## config.mk

```make
export PLATFORM = sky130hd
export DESIGN_NAME = div_unit
export DESIGN_NICKNAME = d
export VERILOG_FILES = /design/src/rtl/div_pkg.sv /design/src/rtl/div_step.sv /design/src/rtl/div_unit.sv
export SDC_FILE = /design/constraint.sdc
export NUM_CORES = 1
export LEC_CHECK = 0
export BUFFER_PORTS_ARGS = -buffer_cell sky130_fd_sc_hd__buf_2
export CORE_MARGIN = 2
export CORE_UTILIZATION = 65
export DETAILED_ROUTE_END_ITERATION = 10
export GPL_TIMING_DRIVEN = 0
export PLACE_DENSITY = 0.85
export SKIP_CTS_REPAIR_TIMING = 1
export SYNTH_ARGS = -nofsm -noshare
export SYNTH_HDL_FRONTEND = slang
export SYNTH_SLANG_ARGS = --single-unit
```

## constraint.sdc

```tcl
create_clock -name clk -period 11.5 [get_ports clk]
set_clock_uncertainty 0.1 [all_clocks]
set_input_delay 2.3 -clock clk [delete_from_list [all_inputs] [get_ports clk]]
set_output_delay 2.3 -clock clk [all_outputs]
set_load 0.05 [all_outputs]
```

## src/rtl/div_pkg.sv

```systemverilog
// Shared definitions for the iterative divider: state encoding, widths and
// the fixed divide-by-zero quotient.
package div_pkg;

  localparam int unsigned DIV_WIDTH = 32;
  localparam int unsigned DIV_CNT_W = 6;

  localparam logic [31:0] DIV_ZERO_QUO = 32'hFFFF_FFFF;

  typedef enum logic [1:0] {
    IDLE = 2'd0,
    CALC = 2'd1,
    DONE = 2'd2
  } div_state_e;

endpackage

```

## src/rtl/div_step.sv

```systemverilog
// One combinational restoring-division iteration: shift {rem,quo} left by one,
// trial-subtract the divisor and keep the difference when it does not borrow.
module div_step
  import div_pkg::*;
#(
  parameter int unsigned WIDTH = DIV_WIDTH
) (
  input  logic [WIDTH-1:0] rem_in,
  input  logic [WIDTH-1:0] quo_in,
  input  logic [WIDTH-1:0] divisor,
  output logic [WIDTH-1:0] rem_out,
  output logic [WIDTH-1:0] quo_out
);

  logic [WIDTH:0]   shifted;
  logic [WIDTH+1:0] diff;
  logic             borrow;

  // Trial subtraction; the extra top bit of diff carries the borrow.
  always_comb begin
    shifted = {rem_in, quo_in[WIDTH-1]};
    diff    = {1'b0, shifted} - {2'b00, divisor};
    borrow  = diff[WIDTH+1];
    // The surviving remainder is always below the divisor, so it fits WIDTH bits.
    rem_out = WIDTH'(borrow ? shifted : diff[WIDTH:0]);
    quo_out = {quo_in[WIDTH-2:0], ~borrow};
  end

endmodule

```

## src/rtl/div_unit.sv

```systemverilog
// Iterative radix-2 restoring divider for DIV/DIVU. Quotient goes to LO,
// remainder to HI. Optional macro DIV_FAST_ZERO_EN short-circuits requests with
// a zero dividend or divisor straight to DONE.
module div_unit
  import div_pkg::*;
#(
  parameter int unsigned WIDTH = DIV_WIDTH,
  parameter int unsigned CNT_W = DIV_CNT_W
) (
  input  logic             clk,
  input  logic             resetn,
  input  logic             in_valid,
  output logic             in_ready,
  input  logic             in_signed,
  input  logic [WIDTH-1:0] in_a,
  input  logic [WIDTH-1:0] in_b,
  input  logic             cancel,
  output logic             out_valid,
  input  logic             out_ready,
  output logic [WIDTH-1:0] out_quo,
  output logic [WIDTH-1:0] out_rem,
  output logic             busy
);

  localparam logic [CNT_W-1:0] LastCnt = CNT_W'(WIDTH - 1);
  localparam logic [WIDTH-1:0] ZeroQuo = WIDTH'(DIV_ZERO_QUO);

  div_state_e       state_q;
  logic [CNT_W-1:0] cnt_q;
  logic [WIDTH-1:0] rem_q, quo_q, dvs_q, a_raw_q;
  logic             quo_neg_q, rem_neg_q, b_zero_q;

  logic [WIDTH-1:0] a_abs, b_abs;
  logic             a_neg, b_neg;
  logic [WIDTH-1:0] step_rem, step_quo;
  logic [WIDTH-1:0] quo_fix, rem_fix;

  div_step #(
    .WIDTH(WIDTH)
  ) u_step (
    .rem_in (rem_q),
    .quo_in (quo_q),
    .divisor(dvs_q),
    .rem_out(step_rem),
    .quo_out(step_quo)
  );

  // Operand magnitudes and sign flags; abs(most-negative) stays 2^(WIDTH-1) unsigned.
  always_comb begin
    a_neg = in_signed & in_a[WIDTH-1];
    b_neg = in_signed & in_b[WIDTH-1];
    a_abs = a_neg ? (~in_a + 1'b1) : in_a;
    b_abs = b_neg ? (~in_b + 1'b1) : in_b;
  end

  // Sign correction applied to the result of the final iteration.
  always_comb begin
    quo_fix = quo_neg_q ? (~step_quo + 1'b1) : step_quo;
    rem_fix = rem_neg_q ? (~step_rem + 1'b1) : step_rem;
  end

  assign in_ready = (state_q == IDLE);
  assign busy     = (state_q == CALC) || (state_q == DONE);

  // FSM, iteration counter and registered results; cancel overrides everything.
  always_ff @(posedge clk or negedge resetn) begin
    if (!resetn) begin
      state_q   <= IDLE;
      cnt_q     <= '0;
      rem_q     <= '0;
      quo_q     <= '0;
      dvs_q     <= '0;
      a_raw_q   <= '0;
      quo_neg_q <= 1'b0;
      rem_neg_q <= 1'b0;
      b_zero_q  <= 1'b0;
      out_valid <= 1'b0;
      out_quo   <= '0;
      out_rem   <= '0;
    end else if (cancel) begin
      state_q   <= IDLE;
      cnt_q     <= '0;
      out_valid <= 1'b0;
    end else begin
      unique case (state_q)
        IDLE: begin
          if (in_valid) begin
            rem_q     <= '0;
            quo_q     <= a_abs;
            dvs_q     <= b_abs;
            a_raw_q   <= in_a;
            quo_neg_q <= a_neg ^ b_neg;
            rem_neg_q <= a_neg;
            b_zero_q  <= (in_b == '0);
            cnt_q     <= '0;
`ifdef DIV_FAST_ZERO_EN
            if (in_b == '0) begin
              out_quo   <= ZeroQuo;
              out_rem   <= in_a;
              out_valid <= 1'b1;
              state_q   <= DONE;
            end else if (in_a == '0) begin
              out_quo   <= '0;
              out_rem   <= '0;
              out_valid <= 1'b1;
              state_q   <= DONE;
            end else begin
              state_q <= CALC;
            end
`else
            state_q <= CALC;
`endif
          end
        end
        CALC: begin
          rem_q <= step_rem;
          quo_q <= step_quo;
          cnt_q <= cnt_q + 1'b1;
          if (cnt_q == LastCnt) begin
            // Divide-by-zero result is fixed and bypasses sign correction.
            out_quo   <= b_zero_q ? ZeroQuo : quo_fix;
            out_rem   <= b_zero_q ? a_raw_q : rem_fix;
            out_valid <= 1'b1;
            state_q   <= DONE;
          end
        end
        DONE: begin
          if (out_ready) begin
            out_valid <= 1'b0;
            state_q   <= IDLE;
          end
        end
        default: state_q <= IDLE;
      endcase
    end
  end

endmodule
```

* After elaboration in Yosys (flattened, before gate mapping) *
Index checks and enable logic that the tools add are counted.

word-level totals
  bits of input ports = 70
  output and inout port bits = 67
  bits in registers = 204
  logic and storage cells = 69

cells by class
  mux-type cells = 23
  $add $sub $neg = 6
  bitwise operators = 9
  reductions and logical operators = 12
  equal/unequal tests = 7

operators by type and width
  kind                                                    number
  two-way mux 32 bit                                      9
  adder 32 x 1 -> 32 bit (second input constant)          4
  NOT 32 bit                                              4
  case mux 32 bit (2 select lines)                        2
  subtractor 33 x 32 -> 34 bit                            1
  logical NOT 32 bit                                      1
  AND reduction 3 bit                                     5
  two-way mux 6 bit                                       2
  case mux 6 bit (2 select lines)                         1
  two-way mux 2 bit                                       4
  adder 6 x 1 -> 6 bit (second input constant)            1
  == test 6 x 5 -> 1 bit (second input constant)          1
  inequality test 3 x 2 -> 1 bit (second input constant)  2
  case mux 2 bit (3 select lines)                         1
  nonzero test 3 bit                                      2
  two-way mux 1 bit                                       3
  inequality test 3 bit (second input constant)           1
  AND 1 bit                                               2
  == test 2 x 1 -> 1 bit (second input constant)          1
  == test 2 bit (second input constant)                   1
  logical NOT 2 bit                                       1
  inequality test 2 bit (second input constant)           1
  NOT 1 bit                                               2
  case mux 1 bit (2 select lines)                         1
  4 further kinds                                         4

* Depth between registers and ports, before layout *
  depth in word-level cells = 6
  mapped depth = 24
  mapped depth without buffers = 18

* Cells and area by module *
Synthesis repeated with hierarchy kept, for this count alone.

unflattened totals
  cells, all modules = 1703
  area, all modules = 13903.3 um^2

modules (own cells, without submodules)
  module    times used  sequential area each (um^2)  area each (um^2)  cells each
  div_unit  1           5104.9                       11297.1           1300
  div_step  1           0.0                          2606.2            403

* Least setup slack after synthesis *
No wires, ideal clock.

  path type = register to register
  start point = register rem_q[18]
  end point = register out_rem[30]
  library setup time = 137 ps
  arrival time = 4703 ps
  path slack = 6560 ps
  cell stages (with the launch flop) = 23
  period minus slack after synthesis = 4940 ps
  cells stage by stage = dfrtp_1 ha_1 buf_2 nand2_1 o21ai_2 a211oi_1 o21ai_1 or2_1 buf_6 buf_6 clkbuf_1 clkbuf_1 clkbuf_1 nand2_1 o21ai_0 ha_1 nand2_1 nor3_1 a31oi_1 or3_1 o41ai_1 xnor2_1 a21oi_1

between the ends
  cells in the longest elaborated chain, start to end = 6

ends and longest elaborated chain
  element                       RTL line         text
  start, declared               div_unit.sv:30   logic [WIDTH-1:0] rem_q, quo_q, dvs_q, a_raw_q;
  start signal, assigned        div_unit.sv:116  rem_q <= step_rem;
  subtractor 33 x 32 -> 34 bit  div_step.sv:22   diff = {1'b0, shifted} - {2'b00, divisor};
  two-way mux 32 bit (*)        div_step.sv:25   rem_out = WIDTH'(borrow ? shifted : diff[WIDTH:0]);
  NOT 32 bit                    div_unit.sv:59   rem_fix = rem_neg_q ? (~step_rem + 1'b1) : step_rem;
  adder 32 x 1 -> 32 bit        div_unit.sv:59
  two-way mux 32 bit (*)        div_unit.sv:59
  two-way mux 32 bit (*)        div_unit.sv:122  out_rem <= b_zero_q ? a_raw_q : rem_fix;
  end signal, assigned          div_unit.sv:122
  end, declared                 div_unit.sv:21   output logic [WIDTH-1:0] out_rem,

Mark *: on every way between the ends. The rest lies on a longest branch, timed or not.
A chain may end at the register's enable or synchronous reset.

* Worst setup path in the final report *
Same ends and word-level chain as after synthesis.

==> impl_metrics.json <==
{
  "slew_viol_final": 0,
  "start_to_end_type_of_the_worst_setup_path": "flip-flop to flip-flop",
  "clkTransAtPathRegs_ns": 0.06,
  "post_synth_num_cell_types": 76,
  "detailroute.via_count": 13470,
  "post-route-drc-count": 0,
  "crit_fanout": 10,
  "place_ws_ns": 4.853,
  "place.port_buffers": 136,
  "transition_at_the_pin_with_the_smallest_max_transition_slack_ns": 1.194,
  "grt_first_pass_wirelength_mm": 67.28,
  "drt-initial-drc-count": 1319,
  "report.final.setup_viol": 0,
  "yosysWarningCount": 0,
  "finalCritPeriodShare_pct": 60.63,
  "cap_violations": 0,
  "synth_enable_flop_cells": 0,
  "timing.critical_path.from": "rem_q[18]",
  "tritoncts_num_sinks": 204,
  "power.switching_fraction_pct": 38.81,
  "synth_nets": 1757,
  "replace_congestion": 0.9706,
  "ant_nets": 0,
  "yosysTopAreaCellShare_pct": 37.75,
  "clock_tree.root_cell": "clkbuf_16",
  "achievable-frequency_mhz": 143.4,
  "cp_slowest_stage_delay_ns": 0.61,
  "outcome": "finished clean",
  "worst-endpoint-arrival_ns": 7.27,
  "dp.final_hpwl_mm": 31.94,
  "cellLeakagePower_nw": 6.976,
  "io_pins": 137,
  "synth_sequential_area_ratio_pct": 37.75,
  "setup_slack_ns": 4.527,
  "global_route_usage_over_all_layers_pct": 38.51,
  "dieHeight_um": 148.2,
  "dominantRegCellSynth": "dfrtp_1",
  "yosysMostFrequentCell": "nand2_1",
  "clkLatencyLatePin_ns": 0.54,
  "grt_max_degree": 118,
  "synth-async-reset-ratio_pct": 100.0,
  "nets": 1919,
  "timing.critical_path.required_ns": 11.79,
  "viasPerCell": 6.437,
  "clockPowerShare_pct": 27.9,
  "yosys-top-cells-area": "dfrtp_1 38%, o21ai_0 6.8%, nand2_1 6.3%",
  "floorplan.core_area_um2": 20300,
  "ys_ff_latch": 204,
  "detail_route.first_pass.iterations": 6,
  "slowest_stage": "clkbuf_1",
  "synth_area_leader_cell": "dfrtp_1",
  "cts-buffers-inserted": 23,
  "area.sequential_um2": 5105,
  "netlist_area_um2": 13520,
  "final_hold_viol_count": 0,
  "proportion_of_layout_cells_with_a_drive_suffix_above_1_pct": 13.33,
  "wl_per_cell_um": 20.18,
  "fp-row-count": 52,
  "buffer_depth_of_the_longest_clock_path": 3,
  "n_antenna_cell": 0,
  "slew_headroom_pct": 19.66,
  "part_of_the_total_power_dissipated_in_sequential_elements_pct": 36.9,
  "crit-reg2reg-launch": "rem_q[18]",
  "end_kind": "flip-flop",
  "combinationalPowerShare_pct": 35.3,
  "avgSynthCellArea_um2": 8.221,
  "final.min_clock_period_ns": 6.973,
  "reg2reg_setup_slack_ns": 4.53,
  "fp.dieArea_um2": 21980,
  "worstHoldStart": "dvs_q[6]",
  "flow.area_growth_from_synthesis_pct": 13.05,
  "ys_top_cells_by_count": "226 x nand2_1, 204 x dfrtp_1, 185 x o21ai_0, 153 x a21oi_1, 142 x nor2_1",
  "internal_power_w": 0.001583,
  "crit_path_cell_trace": "ha_1 -> buf_2 -> nand2_1 -> o21ai_2 -> a211oi_1 -> o21ai_1 -> or2_1 -> buf_6 -> buf_6 -> clkbuf_1 -> clkbuf_1 -> clkbuf_1 -> nand2_1 -> o21ai_0 -> ha_1 -> nand2_1 -> nor3_1 -> a31oi_1 -> or3_1 -> o41ai_1 -> xnor2_1 -> a21oi_1",
  "fin_tns_setup_ns": 0,
  "start_util_pct": 66.62,
  "rsz0062_at_grt": "no",
  "dieWidth_um": 148.2,
  "grt_antenna_before_repair": 1,
  "multiInputGateArea_um2": 7838,
  "worst_ir_drop_vdd_v": 0.0001370,
  "timing.critical_path.from_type": "flip-flop",
  "first_global_vias": 12860,
  "cts-htree-levels": 1,
  "switching_power_w": 0.001004,
  "fillers": 1563,
  "gate_count_of_the_mapped_netlist": 1645,
  "cts_tree": "done",
  "min_path_type": "flip-flop to flip-flop",
  "detail_route.wirelength_mm": 42.24,
  "power_density_nw_per_um2": 169.2,
  "grt.overflow.total": 0
}
==> final timing paths <==
check / to / cells past startpoint
max: out_rem[30] / 22
max reg2reg: out_rem[30] / 22
min: dvs_q[6] / 2
max in group asynchronous: rem_q[4] / 2
min in group asynchronous: dvs_q[30] / 1
min reg2reg: dvs_q[6] / 2
==> through the flow <==
| stage | std cells | area [µm²] | hold WS (ns) | util [%] | power (W) |
|---|---|---|---|---|---|
| global placement | 2051 | 14540 | 0.3579 | 71.64 | 0.001813 |
| floorplan | 1645 | 13520 | 0.3403 | - | 0.001587 |
| global route | 2093 | 15290 | 0.4119 | 75.32 | 0.002730 |
| detailed placement | 2052 | 14580 | 0.3710 | 71.83 | 0.001845 |
| CTS | 2093 | 15290 | 0.3833 | 75.32 | 0.002560 |
| finish | 2093 | 15290 | 0.3747 | 75.32 | 0.002586 |
==> final cells by class <==
| class | count | share of cell area [%] |
|---|---|---|
| well taps | 270 | 2.209 |
| inverters | 54 | 1.326 |
| clock buffers | 36 | 4.214 |
| multi-input cells | 1297 | 51.26 |
| plain buffers | 90 | 2.480 |
| clock inverters | 5 | 0.4255 |
| flip-flops and latches | 204 | 33.39 |
| repair buffers | 137 | 4.697 |
==> metal layers <==
| metal | track usage (%) | vias to the layer above | routed length, µm |
|---|---|---|---|
| met5 | 0 | - | 0 |
| met4 | 13.76 | 0 | 1445 |
| met3 | 8.865 | 99 | 4438 |
| met2 | 58.15 | 706 | 18580 |
| met1 | 54.82 | 6498 | 17770 |
| li1 | - | 6169 | - |
==> registers in the layout, summed over array words and instances (netlist names) <==
signal / flops
state_q: 2
cnt_q: 6
out_valid: 1
quo_neg_q: 1
dvs_q: 32
a_raw_q: 32
out_rem: 32
rem_q: 32
out_quo: 32
rem_neg_q: 1
quo_q: 32
b_zero_q: 1
==> power by group through the flow <==
stage	logic [W]	registers [W]	clock network, W
floorplan	0.000658	0.000929	0
global placement	0.000858	0.000955	0
detailed placement	0.000884	0.000962	0
CTS	0.000892	0.000950	0.000718
global route	0.00101	0.000969	0.000746
finish	0.000912	0.000954	0.000721
==> worst max-delay path, delay by kind of cell, from the launching register on <==
| kind | cells | cell delay (ns) |
|---|---|---|
| AO/OA/AOI/OAI | 7 | 1.89 |
| buffers and inverters | 6 | 2.21 |
| XOR/XNOR | 1 | 0.20 |
| flip-flops | 1 | 0.46 |
| adder cells (fa/ha/maj) | 2 | 0.65 |
| AND/OR/NAND/NOR | 6 | 1.27 |
==> cells in the final DEF, fill, tap and decap left out, types with 11 or more instances in the layout <==
cell       instances
o21a_1            12
mux2_2            32
a31oi_1           24
clkbuf_1          76
xor2_1            74
nand3_1           21
and3_1            14
o21ai_0          185
or4_1             13
a21o_1            16
o41ai_1           11
mux2i_1           18
ha_1              41
nor2b_1           15
xnor2_1           50
nor3_1            39
dfrtp_1          204
a21oi_1          153
nand2_1          226
nand4_1           12
and2_1            15
o31ai_1           27
nor4_1            17
inv_1             53
buf_2            147
or3_1             25
nor2_1           142
clkbuf_16         23
==> logic make-up after synthesis <==
kind of cell	synth area share [%]
AOI/OAI and AO/OA	22.34
xor gates and xnor gates	8.030
adders and majority gates	3.941
buffers and inverters	4.302
DFF	37.75
muxes	4.098
and+or+nand+nor	19.54
Note: power is estimated with default switching activity, not from simulation.
